## config.mk

```make
export PLATFORM = sky130hd
export DESIGN_NAME = addsub_seq
export DESIGN_NICKNAME = d
export VERILOG_FILES = /design/src/rtl/addsub_seq.sv
export SDC_FILE = /design/constraint.sdc
export NUM_CORES = 1
export LEC_CHECK = 0
export ABC_CLOCK_PERIOD_IN_PS = 2720
export CAP_MARGIN = 40
export CORE_UTILIZATION = 40
export DETAILED_ROUTE_END_ITERATION = 10
export PLACE_DENSITY_LB_ADDON = 0.12
export SLEW_MARGIN = 0
export SYNTH_ARGS = -nofsm -noshare
export SYNTH_HDL_FRONTEND = slang
export SYNTH_SLANG_ARGS = --single-unit
```

## constraint.sdc

```tcl
create_clock -name clk -period 2.72 [get_ports clk]
set_input_delay 0.408 -clock clk [delete_from_list [all_inputs] [get_ports clk]]
set_output_delay 0.408 -clock clk [all_outputs]
set_load 0.05 [all_outputs]
```

## src/rtl/addsub_seq.sv

```systemverilog
// addsub_seq: nibble-serial sequencer for a 4-bit add/sub unit.
// Presents one operand nibble pair per cycle (LSB first), chains the
// nibble carry and assembles the WIDTH-bit result plus flags.
// Optional feature: define ADDSUB_SEQ_OVF_EN to compute signed overflow;
// otherwise ovf is tied low.
module addsub_seq #(
  parameter  int NIBBLES = 4,
  localparam int WIDTH   = 4 * NIBBLES
) (
  input  logic             clk,
  input  logic             rst,
  input  logic             start,
  input  logic             mode,
  input  logic [WIDTH-1:0] op_a,
  input  logic [WIDTH-1:0] op_b,
  output logic             busy,
  output logic             done,
  output logic [WIDTH-1:0] result,
  output logic             carry_out,
  output logic             ovf,
  output logic [3:0]       as_a,
  output logic [3:0]       as_b,
  output logic             as_m,
  output logic             as_cin,
  input  logic [3:0]       as_s,
  input  logic             as_co
);

  localparam int IDXW = (NIBBLES > 1) ? $clog2(NIBBLES) : 1;

  localparam logic [1:0] S_IDLE = 2'd0;
  localparam logic [1:0] S_RUN  = 2'd1;
  localparam logic [1:0] S_DONE = 2'd2;

  logic [1:0]       state_q, state_d;
  logic [IDXW-1:0]  idx_q, idx_d;
  logic [WIDTH-1:0] a_q, a_d;
  logic [WIDTH-1:0] b_q, b_d;
  logic             mode_q, mode_d;
  logic             carry_q, carry_d;
  logic [WIDTH-1:0] result_q, result_d;
  logic             carry_out_q, carry_out_d;
  logic             busy_q, busy_d;
  logic             done_q, done_d;
  logic             as_m_q, as_m_d;

  logic             in_run;
  logic             last_nib;
  logic [3:0]       nib_a, nib_b;

  assign in_run   = (state_q == S_RUN);
  assign last_nib = (idx_q == IDXW'(NIBBLES - 1));

  // Select the operand nibbles addressed by the current index.
  always_comb begin
    nib_a = 4'h0;
    nib_b = 4'h0;
    for (int i = 0; i < NIBBLES; i++) begin
      if (idx_q == IDXW'(i)) begin
        nib_a = a_q[4*i +: 4];
        nib_b = b_q[4*i +: 4];
      end else begin
        nib_a = nib_a;
        nib_b = nib_b;
      end
    end
  end

  // Drive the add/sub unit only while running; the first nibble takes mode as carry-in.
  always_comb begin
    if (in_run) begin
      as_a   = nib_a;
      as_b   = nib_b;
      as_cin = (idx_q == '0) ? mode_q : carry_q;
    end else begin
      as_a   = 4'h0;
      as_b   = 4'h0;
      as_cin = 1'b0;
    end
  end

  // Next-state logic: accept in IDLE, capture one nibble per RUN cycle, pulse in DONE.
  always_comb begin
    state_d     = state_q;
    idx_d       = idx_q;
    a_d         = a_q;
    b_d         = b_q;
    mode_d      = mode_q;
    carry_d     = carry_q;
    result_d    = result_q;
    carry_out_d = carry_out_q;
    case (state_q)
      S_IDLE: begin
        if (start) begin
          state_d = S_RUN;
          idx_d   = '0;
          a_d     = op_a;
          b_d     = op_b;
          mode_d  = mode;
        end else begin
          state_d = S_IDLE;
        end
      end
      S_RUN: begin
        for (int i = 0; i < NIBBLES; i++) begin
          if (idx_q == IDXW'(i)) begin
            result_d[4*i +: 4] = as_s;
          end else begin
            result_d[4*i +: 4] = result_q[4*i +: 4];
          end
        end
        carry_d = as_co;
        if (last_nib) begin
          state_d     = S_DONE;
          idx_d       = '0;
          carry_out_d = as_co;
        end else begin
          idx_d = idx_q + IDXW'(1);
        end
      end
      S_DONE: begin
        state_d = S_IDLE;
      end
      default: begin
        state_d = S_IDLE;
        idx_d   = '0;
      end
    endcase
    busy_d = (state_d == S_RUN);
    done_d = (state_d == S_DONE);
    as_m_d = (state_d == S_RUN) ? mode_d : 1'b0;
  end

  // State and datapath registers.
  always_ff @(posedge clk or posedge rst) begin
    if (rst) begin
      state_q     <= S_IDLE;
      idx_q       <= '0;
      a_q         <= '0;
      b_q         <= '0;
      mode_q      <= 1'b0;
      carry_q     <= 1'b0;
      result_q    <= '0;
      carry_out_q <= 1'b0;
      busy_q      <= 1'b0;
      done_q      <= 1'b0;
      as_m_q      <= 1'b0;
    end else begin
      state_q     <= state_d;
      idx_q       <= idx_d;
      a_q         <= a_d;
      b_q         <= b_d;
      mode_q      <= mode_d;
      carry_q     <= carry_d;
      result_q    <= result_d;
      carry_out_q <= carry_out_d;
      busy_q      <= busy_d;
      done_q      <= done_d;
      as_m_q      <= as_m_d;
    end
  end

`ifdef ADDSUB_SEQ_OVF_EN
  logic ovf_q, ovf_d;
  logic c3_s;

  // Carry into bit 3 of the top nibble, recovered from the sum bit and the effective inputs.
  assign c3_s = as_s[3] ^ as_a[3] ^ (as_b[3] ^ mode_q);

  // Signed overflow is the carry into the sign bit XOR the carry out of it.
  always_comb begin
    if (in_run && last_nib) begin
      ovf_d = c3_s ^ as_co;
    end else begin
      ovf_d = ovf_q;
    end
  end

  // Overflow flag register.
  always_ff @(posedge clk or posedge rst) begin
    if (rst) begin
      ovf_q <= 1'b0;
    end else begin
      ovf_q <= ovf_d;
    end
  end

  assign ovf = ovf_q;
`else
  assign ovf = 1'b0;
`endif

  assign busy      = busy_q;
  assign done      = done_q;
  assign result    = result_q;
  assign carry_out = carry_out_q;
  assign as_m      = as_m_q;

endmodule
```

==> results by group, run 1 <==
Pwr
  – Leakage: about 1.8 nW
  – Clock power share: 13.8%
  – Max VDD drop: 0.000707 V
  – Int Pwr: around 0.0035 W
  – Power Density: between 1000 and 1500 nW/um^2
  – Net Sw Frac: about two fifths
  – Sequential power share: between 20% and 30%
  – Combinational Power Share: about three fifths
  – Switching power: 0.00241 W

Routing
  – DR iter-0 viols: 55
  – Wire per inst: 15.6 um
  – Wirelength, routed: between 5000 and 6000 um
  – Router iterations before antenna repair: 4
  – DRC Markers: 0
  – Vias per inst: 4.70
  – Via Count: between 1.5k and 2k
  – Final ANT Viol Nets: 0

Synthesis
  – Synthesized flop and latch total: 58
  – Most common cell in the synthesized netlist: dfrtp_1
  – Cell count after synthesis: roughly 190
  – Post-synth top cells: dfrtp_1, mux2_4
  – Library cells used by synthesis: 32
  – Synth area leaders: dfrtp_1, mux2_4, o41ai_2, a221oi_2, buf_6
  – Seq/Total Area, Yosys: 50.3%
  – Top_reg_cell synth: dfrtp_1
  – Mapped cell area: between 2000 and 3000 sq um
  – Syn Area/Cell: 15.5 sq um
  – Post-synth top area share: between 50 and 60%
  – Post-synth EDFFs: 0
  – Leading area contributor after synthesis: dfrtp_1
  – Post-synth net total: around 230
  – Ys Warns: 0
  – Asr flop ratio synth: 100%

Floorplan
  – Chip Width: about 87 um
  – I/O pin count: 71
  – Row count: 30
  – Die span in y: just under 90 um
  – CORE AREA: 6870 sq um
  – Die ar.: around 7600 sq um
  – Starting Density: approximately two fifths

Clock tree
  – CTS max path bufs: 2
  – Num Clock Sinks: 58
  – CTS tree: done
  – Clk root buf: clkbuf_8
  – CTS hold repair buffers: 0
  – H-tree Lvls: 3
  – Total CTS buffers: 9
  – Clock slew seen by the registers of the worst setup and hold paths: approximately 0.070 ns
  – Skew-Pair Late Insertion Delay: 0.33 ns

Timing
  – Slew headroom: 46.6%
  – Final setup viols: 0
  – Slew @ Worst Pin: ~0.80 ns
  – Final worst-path cycle share: 94.3%
  – Tmin final: between 2 and 3 ns
  – Fmax: between 300 and 400 MHz
  – Hold slack final: between 0.4 and 0.5 ns
  – Final hold violations: 0
  – Worst Skew: 0.00765 ns
  – Final Max Slew Viols: 0
  – Sum Neg Setup Slack: 0 ns

Hold path
  – HP Start: carry_q
  – Hold path cells: 2
  – Tightest Hold Check Type: flop to flop
  – WHS Endpoint: carry_q

Finish
  – Layout area overhead: 36.7%
  – Layout cells sized above 1: about two fifths
  – N_diodes: 0
  – Nets@finish: 305

Critical path
  – RR Startpoint: idx_q[0]
  – Cell breakdown of the critical path: inv_1 -> ha_1 -> buf_4 -> a221oi_2 -> o41ai_2 -> buf_12
  – Worst-case reg-to-reg path depth: 5
  – CP peak stage delay: ~0.42 ns
  – Reg2reg end: carry_out
  – Type of the worst setup path: flop to output port
  – Critical Path Sink Type: output port
  – Critical path arrival: about 2.2 ns
  – CP Launch Type: flop
  – CP Max Fanout: 6
  – Crit path required time: 2.31 ns
  – Slowest CP cell: o41ai_2
  – Reg2Reg Setup Slack: ~0.73 ns

Global routing
  – Global Route met3 Usage: under 10%
  – GR Util met2: ~25%
  – Met1 GRT Util: 23.5%
  – Initial antenna violation count: 0
  – First-pass GRT wire length: around 9500 um
  – Overflow after GRT: 0
  – Tot GR Track Use: 17.0%
  – Largest net degree at the start of global routing: slightly below 60
  – Busiest grt layer: met2
  – Vias in the first global route: between 1.5k and 2k

Status
  – Status: finished clean

Place
  – IO Port Bufs: 69
  – Gpl congestion: between 0.6 and 0.7
  – Detailed Place HPWL: between 3000 and 4000 um

Job
  – Total of max-cap violations: 0
## cells by family (layout without fill, tap and decap cells)
kind of cell / Yosys count / in the layout / synth area share, %
flops: 58 / 58 / 50.3
mux: 50 / 50 / 25.2
simple gates: 32 / 32 / 7.73
compound gates: 22 / 22 / 10.2
buf+inv: 19 / 98 / 4.64
fa+ha+maj: 4 / 4 / 1.74
other cells: 1 / 1 / 0.130
## how the worst max path moves through the flow
stage | startpoint | end | slack, ns
floorplan | idx_q[0] | as_b[0] | 0.23
global placement | idx_q[0] | as_b[1] | 0.42
detailed placement | idx_q[0] | as_b[1] | 0.39
CTS | idx_q[0] | as_b[1] | 0.01
global route | idx_q[1] | as_a[0] | -0.0009
finish | idx_q[1] | as_a[1] | 0.15
## sequential cells by signal, summed over array words and instances, names as in the netlist
register / count
state_q: 2
a_q: 16
done: 1
idx_q: 2
b_q: 16
result: 16
as_m: 1
carry_out: 1
carry_q: 1
busy: 1
mode_q: 1
## worst max-delay path: cells and delay by family, from the launching register on
| kind | cells | cell delay (ns) |
|---|---|---|
| AOI/OAI and AO/OA | 2 | 0.50 |
| DFF | 1 | 0.41 |
| adders and majority gates | 1 | 0.38 |
| buffers and inverters | 3 | 0.53 |
## stage by stage
stage / worst slack, ns / utilization, % / cells / power, W / cell area (sq um)
3_5_place_dp: 0.389 / 54.1 / 344 / 0.00506 / 3710
3_3_place_gp: 0.417 / 54.1 / 344 / 0.00504 / 3710
2_1_floorplan: 0.232 / - / 186 / 0.00401 / 2880
4_1_cts: 0.0127 / 57.0 / 360 / 0.00591 / 3920
6_report: 0.154 / 57.4 / 361 / 0.00587 / 3940
5_1_grt: -0.000937 / 57.4 / 361 / 0.00619 / 3940
## metal layers
layer  routed length, um  vias to the layer above
met4                  46                        0
met3                 237                        6
met1                2690                      835
li1                    -                      810
met2                2670                       47
met5                   0                        -
## power by group through the flow
stage          registers [W]  clock network (W)  logic, W
3_3_place_gp         0.00161                  0   0.00343
3_5_place_dp         0.00160                  0   0.00346
2_1_floorplan        0.00205                  0   0.00197
6_report             0.00159           0.000809   0.00347
5_1_grt              0.00165           0.000887   0.00366
4_1_cts              0.00159           0.000845   0.00347
## cell type report
class,instances,area (sq um)
fillers,578,2930
flip-flops and latches,58,1450
multi-input cells,109,1310
repair buffers,76,836
clock buffers,12,155
well taps,96,120
clock inverters,4,50.0
inverters,6,22.5
## cells in the final DEF, fill, tap and decap left out
master,Yosys,final
mux2_2,5,5
a221oi_2,8,8
nand2_1,5,5
nor3_1,1,1
inv_2,1,2
mux2_4,44,44
a21oi_1,1,1
buf_12,0,9
nand2_4,3,3
conb_1,1,1
bufinv_16,0,1
ha_1,4,3
dfrtp_1,58,58
nor3b_4,0,1
buf_4,4,6
clkdlybuf4s50_1,0,61
clkbuf_8,0,11
nand3_1,8,8
nor2b_4,1,1
nand2b_1,1,1
mux2i_1,1,1
clkinvlp_4,0,2
clkbuf_1,1,1
nand2b_2,1,1
nor2b_1,8,8
o41ai_2,8,8
o31ai_1,1,1
and2b_4,1,1
ha_2,0,1
a22o_1,1,1
a21o_1,1,1
nand2_8,1,1
inv_1,5,4
nor2_1,1,1
o21bai_1,2,2
clkinv_2,0,1
## what timing repair did
action,4_1_cts,5_1_grt
endpoints found under the setup margin,0,8
setup buffers,0,1
gates resized for setup,0,1
Power figures use the tool's default switching activity.
==> inputs of run 2 (changes only) <==
--- a/config.mk
+++ b/config.mk
@@ -9,6 +9,7 @@
 export CAP_MARGIN = 40
 export CORE_UTILIZATION = 40
 export DETAILED_ROUTE_END_ITERATION = 10
+export GPL_TIMING_DRIVEN = 0
 export PLACE_DENSITY_LB_ADDON = 0.12
 export SLEW_MARGIN = 0
 export SYNTH_ARGS = -nofsm -noshare
==> run 2 against run 1 <==
Highest routed layer unchanged. Critical path type unchanged. Sequential share of layout area increased by 0.26 points. Combinational power decreased by 8.1%. Wire length increased by 2.4%.
==> results by group, run 2 (synthesis results as in run 1) <==
Floorplan
  – Die span in y: 86.9 um (unchanged)
  – Chip Width: 86.9 um (unchanged)
  – Row count: 30 (unchanged)
  – CORE AREA: 6870 sq um (unchanged)
  – Die ar.: 7550 sq um (unchanged)
  – Starting Density: 42.0% (unchanged)
  – I/O pin count: 71 (unchanged)

Critical path
  – Critical Path Sink Type: output port
  – CP Max Fanout: 10 (+4)
  – CP Buf/Inv Count: 2 (-1)
  – Type of the worst setup path: flop to output port
  – Cell breakdown of the critical path: nand2b_2 -> buf_4 -> nor2_1 -> clkdlybuf4s50_1
  – Slowest CP cell: clkdlybuf4s50_1
  – Crit path required time: 2.31 ns (about the same)
  – CP peak stage delay: 0.82 ns (+0.40 ns)
  – Critical path arrival: 2.18 ns (+0.02 ns)
  – Reg2Reg Setup Slack: 1.29 ns (+0.56 ns)
  – CP Launch Type: flop
  – Delay-heaviest family, CP: buffers and inverters

Global routing
  – First-pass GRT wire length: 9740 um (+2.5%)
  – Initial antenna violation count: 0 (unchanged)
  – Largest net degree at the start of global routing: 35 (-41%)
  – Overflow after GRT: 0 (unchanged)
  – Vias in the first global route: 1898 (+2.7%)
  – Tot GR Track Use: 17.6% (+0.55 points)

Timing
  – Final worst-path cycle share: 95.3% (+0.94 points)
  – Final Max Slew Viols: 0 (unchanged)
  – Slew @ Worst Pin: 0.545 ns (-0.256 ns)
  – Slew headroom: 63.6% (+17 points)
  – Worst Skew: 0.00737 ns (-0.000277 ns)
  – Final hold violations: 0 (unchanged)
  – Final setup viols: 0 (unchanged)
  – Sum Neg Setup Slack: 0 ns (unchanged)
  – RSZ-0062 raised after global routing: true
  – Hold slack final: 0.436 ns (-0.0570 ns)
  – Tmin final: 2.59 ns (+0.0255 ns)
  – Fmax: 386 MHz (-0.98%)

Finish
  – Layout cells sized above 1: 41.2% (+1.2 points)
  – N_diodes: 0 (unchanged)
  – Most common cell after layout, fill and taps aside: clkdlybuf4s50_1
  – Highest-count cells in the layout ignoring fill and taps: clkdlybuf4s50_1, dfrtp_1, mux2_4
  – Post-Layout Cell Count: 368 (+1.9%)
  – Layout area overhead: 35.8%
  – Fill cell count: 594 (+2.8%)
  – Nets@finish: 312 (+2.3%)
  – Final instance area: 3910 sq um (-0.70%)

Place
  – Detailed Place HPWL: 4020 um (+5.1%)
  – IO Port Bufs: 69 (unchanged)
  – Placed Cells: 352 (+2.3%)
  – Post-DP Area: 3710 sq um (unchanged)
  – Gpl congestion: 0.712 (+6.5%)

Clock tree
  – Clock slew seen by the registers of the worst setup and hold paths: 0.07 ns (about the same)
  – CTS tree: done
  – Num Clock Sinks: 58 (unchanged)
  – H-tree Lvls: 3 (unchanged)
  – Total CTS buffers: 9 (unchanged)
  – Skew-Pair Late Insertion Delay: 0.33 ns (about the same)
  – CTS max path bufs: 2 (unchanged)
  – Clk root buf: clkbuf_8

Pwr
  – Int Pwr: 0.00331 W (-4.4%)
  – Clock power share: 16.4% (+2.6 points)
  – Combinational Power Share: 55.9% (-3.3 points)
  – Max VDD drop: 0.000510 V (-28%)
  – Power Density: 1460 nW/um^2 (-2.2%)
  – Sequential power share: 27.7% (+0.6 points)
  – Net Sw Frac: 42.0% (+0.88 points)
  – Switching power: 0.00239 W (-0.85%)
  – Leakage: 1.80 nW (+1.6%)

Routing
  – DR iter-0 viols: 63 (+15%)
  – Router iterations before antenna repair: 5 (+1)
  – Via Count: 1772 (+4.4%)
  – Vias per inst: 4.82 (+2.4%)
  – DRC Markers: 0 (unchanged)
  – Wire per inst: 15.7 um (+0.45%)
  – Final ANT Viol Nets: 0 (unchanged)
  – Wirelength, routed: 5780 um (+2.4%)

Hold path
  – Tightest Hold Check Type: input port to asynchronous set/reset pin

Job
  – Total of max-cap violations: 0 (unchanged)

Status
  – Status: finished clean
run 2: cell count changes in the layout (fill, tap and decap cells not counted), moves of 2 or more:
| cell | previous run | this run |
|---|---|---|
| buf_2 | 0 | 8 |
| buf_6 | 0 | 6 |
| buf_4 | 6 | 4 |
| buf_12 | 9 | 1 |
run 2: repair_timing:
item,in CTS,in global routing
gates resized for setup,32,17
hold buffers,0,0
buffers inserted,0,0
cloned,0,0
endpoints found under the setup margin,8,8
run 2: power by group through the flow:
| stage | clock (W) | combinational [W] | sequential (W) |
|---|---|---|---|
| floorplan | 0 | 0.00197 | 0.00205 |
| global placement | 0 | 0.00326 | 0.00159 |
| detailed placement | 0 | 0.00329 | 0.00159 |
| CTS | 0.000955 | 0.00328 | 0.00159 |
| global route | 0.00100 | 0.00338 | 0.00164 |
| finish | 0.000933 | 0.00319 | 0.00158 |
run 2: worst paths after layout:
path | startpoint | endpoint | depth (start not counted)
worst max register to register | idx_q[0] | idx_q[0] | 4
max in group asynchronous | rst | state_q[0] | 3
worst min register to register | carry_q | carry_q | 2
min in group clk | carry_q | carry_q | 2
worst min-delay path | rst | result[8] | 2
worst max-delay path | state_q[1] | as_cin | 4
run 2: layout make-up:
type | count | area [sq um] | area share, %
plain buffers | 13 | 111 | 2.85
clock buffers | 12 | 165 | 4.22
clock inverters | 4 | 72.6 | 1.85
inverters | 6 | 22.5 | 0.575
multi-input cells | 109 | 1300 | 33.2
flip-flops and latches | 58 | 1450 | 37.1
well taps | 96 | 120 | 3.07
repair buffers | 70 | 673 | 17.2
run 2: per-layer routing:
layer	global-route usage, %	up-vias	wire length [um]
met2	26.0	46	2690
met5	0	-	0
li1	-	829	-
met4	8.94	0	53
met1	24.6	891	2840
met3	3.32	6	187
run 2: worst register-to-register path, stage by stage (launching register included):
cell     delay, ns
dfrtp_1       0.42
ha_1          0.32
buf_2         0.34
nor3_1        0.09
a21o_1        0.16
run 2: per-stage QoR:
| step | utilization, % | power (W) | setup slack, ns |
|---|---|---|---|
| final | 57.0 | 0.00570 | 0.129 |
| after detailed placement | 54.1 | 0.00489 | -0.0580 |
| after global placement | 53.8 | 0.00486 | -0.244 |
| after global routing | 57.0 | 0.00602 | -0.00487 |
| after CTS | 57.7 | 0.00582 | 0.0108 |
| after floorplan | - | 0.00401 | 0.232 |
==> edit 1: new RTL, settings of run 2 <==
The option `ADDSUB_SEQ_OVF_EN` is turned on by a define.
--- a/src/rtl/addsub_seq.sv
+++ b/src/rtl/addsub_seq.sv
@@ -5,2 +5,4 @@
 // otherwise ovf is tied low.
+`define ADDSUB_SEQ_OVF_EN
+
 module addsub_seq #(
Behaviour: not the same (Yosys sat finds a counterexample within 10 cycles, from zero or initial values and one cycle with rst high).
==> edit 1 against run 2 <==
The run now ends with design-rule violations left. Setup slack better by 0.039 ns. Final cell count is 4.9% higher. Sequential cell count is 1 higher. First-iteration DRC count up 24%. Total power decreased by 7.4%. Area after synthesis down 5.2%. Cell area down 5.2%. Wire length increased by 1.5%. Critical endpoint is now as_a[2]. Highest routed layer unchanged.
==> edit 1: results (changes against run 2) <==
[placement]
dp_hpwl_mm = 4.22  ; was 4.02 mm
placed_cell_area_sq_um = 3550  ; was 3710 sq um
gp_congestion = 0.763  ; was 0.712

[layout]
multi_input_gates = 139  ; was 109
drive_above_1_share_pct = 26.5  ; was 41.2%
fin_area_sq_um = 3710  ; was 3910 sq um
multi_input_area_share_pct = 30.1  ; was 33.2%
clk_share_pct = 4.82  ; was 6.07%
inverters = 13  ; was 6
layout.nonclk_buf_share_pct = 21.4  ; was 20.0%
num-nets-final = 350  ; was 312
nClkBuffers = 13  ; was 12

[synth]
synth_seq_area_share_pct = 54.0  ; was 50.3%
synthTopCellsByArea = dfrtp_1 (54%), mux2_2 (9.9%), mux2_4 (8.2%)  ; was dfrtp_1 (50%), mux2_4 (23%), o41ai_2 (4.5%)
ys_types = 35  ; was 32
syn_nets = 268  ; was 231

[grt]
grt_pass1_wl_mm = 9.85  ; was 9.74 mm
grt_usage_pct = 18.1  ; was 17.6%

[route]
dr.pass1.iters = 7  ; was 5
drtIter0Drc = 78  ; was 63
vias_per_cell = 4.89  ; was 4.82
drt_wl_total_mm = 5.86  ; was 5.78 mm
drcViolationCount = 4  ; was 0

[outcome]
violations = design-rule violations
run_status = finished with violations  ; was finished, final reports clean

[min_path]
hold_class = reg -> reg  ; was in -> async

[clock_tree]
cts_root_buffer = clkbuf_8  ; unchanged
clk_pin_slew_ns = 0.06
cts_resized = 34  ; was 32
clock-sinks = 59  ; was 58

[timing]
worst-slew-pin-transition_ns = 0.715  ; was 0.545 ns

[die]
coreArea_sq_um = 6460  ; was 6870 sq um

[setup_path]
startpoint = idx_q[0]$_DFFE_PP0P_  ; was state_q[1]$_DFF_PP0_
critPathCapture = as_a[2]  ; was as_cin
r2r-end = b_q[12]$_DFFE_PP0N_  ; was idx_q[0]$_DFFE_PP0P_
cp.arrival_ns = 2.14  ; was 2.18 ns
r2r-start = state_q[1]$_DFF_PP0_  ; was idx_q[0]$_DFFE_PP0P_
slowest_delay_ns = 0.41  ; was 0.82 ns
ff2ff_path_depth = 3  ; was 4

[power_and_ir_drop]
leakagePower_nw = 1.69  ; was 1.80 nW
ir_worst_vdd_mv = 0.956  ; was 0.510 mV
p_int_mw = 2.94  ; was 3.31 mW

==> edit 1: kinds of logic after synthesis <==
family / share of synthesized area [%]
AND/OR/NAND/NOR: 9.47
AO/OA/AOI/OAI: 9.20
buffers and inverters: 5.31
multiplexers: 18.9
XOR/XNOR: 1.28
flip-flops: 54.0
adder cells (fa/ha/maj): 1.83
==> edit 1: metrics by stage <==
| stage | cells | worst slack (ns) | hold WS (ns) |
|---|---|---|---|
| final | 386 | 0.168 | 0.484 |
| after global routing | 386 | 0.00842 | 0.507 |
| after CTS | 386 | 0.0176 | 0.490 |
| after global placement | 370 | -0.269 | 0.466 |
| after floorplan | 223 | 0.297 | 0.445 |
| after detailed placement | 371 | -0.156 | 0.473 |
==> edit 1: per-layer routing <==
| metal | track usage (%) | vias up | part of all wire [%] |
|---|---|---|---|
| li1 | - | 921 | - |
| met5 | 0 | - | 0 |
| met4 | 6.47 | 0 | 0.51 |
| met2 | 26.4 | 49 | 45 |
| met1 | 25.9 | 915 | 50 |
| met3 | 4.82 | 2 | 4.5 |
==> edit 2: new RTL, settings of run 2 <==
Without the edit above. Take the reset off `result_q` and load it in a clocked block of its own.
--- a/src/rtl/addsub_seq.sv
+++ b/src/rtl/addsub_seq.sv
@@ -142,3 +142,2 @@
       carry_q     <= 1'b0;
-      result_q    <= '0;
       carry_out_q <= 1'b0;
@@ -154,3 +153,2 @@
       carry_q     <= carry_d;
-      result_q    <= result_d;
       carry_out_q <= carry_out_d;
@@ -160,2 +158,6 @@
     end
+  end
+
+  always_ff @(posedge clk) begin
+    result_q <= result_d;
   end
Function: differs if rst is asserted again (counterexample within 4 cycles, from zero or initial values and one cycle with rst high); with rst held inactive, the same outputs for 10 cycles.
==> edit 2 against run 2 <==
Critical endpoint unchanged. Combinational power fell by 33%. Wire length decreased by 5.9%. Clock skew hardly changed. Sequential share of layout area is 6.8 points higher. Area after synthesis is 14% lower. Die area down 13%. Setup slack worse by 0.027 ns. Sequential cell count is the same. Total power shrank 24%. Cell area fell by 11%. Sequential power shrank 7%.
==> edit 2: results (changes against run 2) <==
[synth]
ys_async_sr_fraction_pct = 72.4  ; was 100%
synthTopCellsByCount = dfrtp_1 (42), mux2_1 (33), edfxtp_1 (16), nor2b_1 (8)  ; was dfrtp_1 (58), mux2_4 (44)
synthAdderAreaFrac_pct = 2.01  ; was 1.74%
synth_compound_area_share_pct = 8.69  ; was 10.2%
synthTopCellsByArea = dfrtp_1 (42%), edfxtp_1 (19%), mux2_1 (15%)  ; was dfrtp_1 (50%), mux2_4 (23%), o41ai_2 (4.5%)
synth_mux_area_share_pct = 15.3  ; was 25.2%
synth_seq_area_share_pct = 61.5  ; was 50.3%
synth_edf_count = 16  ; was 0

[route]
drt-wirelength-per-cell_microns = 16.4  ; was 15.7 microns
drtIter0Drc = 81  ; was 63
vias_per_cell = 5.10  ; was 4.82
drt_wl_total_mm = 5.44  ; was 5.78 mm
dr.pass1.iters = 4  ; was 5

[grt]
grt_usage_pct = 18.9  ; was 17.6%
grt_start_max_net_pins = 33  ; was 35
first_global_vias = 1710  ; was 1898
grt_pass1_wl_mm = 8.78  ; was 9.74 mm

[outcome]
run_status = finished, final reports clean  ; unchanged

[timing]
relSlewSlack_pct = 65.6  ; was 63.6%
skew_ns = 0.00735  ; was 0.00737 ns

[power_and_ir_drop]
p_int_mw = 2.52  ; was 3.31 mW
leakagePower_nw = 1.44  ; was 1.80 nW

[placement]
pre_cts_ws_ns = -0.251  ; was -0.0580 ns
dp_hpwl_mm = 3.83  ; was 4.02 mm

[layout]
drive_above_1_share_pct = 17.5  ; was 41.2%
final.fill_count = 530  ; was 594

[setup_path]
cp.arrival_ns = 2.21  ; was 2.18 ns

## edit 2: path summary, 6_finish.rpt
kind,to,slack [ns],cells past startpoint
max,as_cin,0.10,4
min,b_q[12]$_DFFE_PP0N_,0.33,2
max reg2reg,result[10]$_DFFE_PP_,1.02,4
min reg2reg,a_q[12]$_DFFE_PP0N_,0.48,1
max in group asynchronous,a_q[15]$_DFFE_PP0N_,1.95,3
min in group clk,a_q[12]$_DFFE_PP0N_,0.48,1
## edit 2: final cells by class
class	count	area, sq um	share of cell area [%]
Buffer	12	88.8	2.55
Tap cell	75	93.8	2.69
Timing Repair Buffer	70	683	19.6
Inverter	4	15.0	0.431
Clock inverter	3	38.8	1.11
Multi-Input combinational cell	97	887	25.4
Sequential cell	58	1530	43.9
Clock buffer	13	149	4.27
## edit 2: critical path, cell delays in order (launching register included)
cell and delay (ns):
dfrtp_1 0.40, nand2b_1 0.28, buf_2 0.27, nor2_1 0.13, clkdlybuf4s50_1 0.80
## edit 2: power by group through the flow
stage	combinational (mW)	sequential, mW	clock [mW]
2_1_floorplan	1.30	1.69	0
3_3_place_gp	2.18	1.46	0
3_5_place_dp	2.20	1.48	0
4_1_cts	2.19	1.47	0.776
5_1_grt	2.27	1.51	0.820
6_report	2.13	1.47	0.761
## edit 2: logic make-up after synthesis
logic type / Yosys count
adders and majority gates: 4
muxes: 34
and+or+nand+nor: 35
buffers and inverters: 16
AOI/OAI and AO/OA: 23
DFF: 58
other: 1
## edit 2: repair_timing
action,in CTS,in global routing
setup endpoints to repair,8,6
pin swaps,0,0
endpoints found under the hold margin,0,0
hold buffers,0,0
gates resized for setup,33,13
## edit 2: per-layer routing
metal	GRT usage, %	share of wire [%]	up-vias
li1	-	-	783
met1	24.7	44	839
met2	29.7	50	59
met3	3.37	4.2	12
met4	10.2	2.2	0
met5	0	0	-
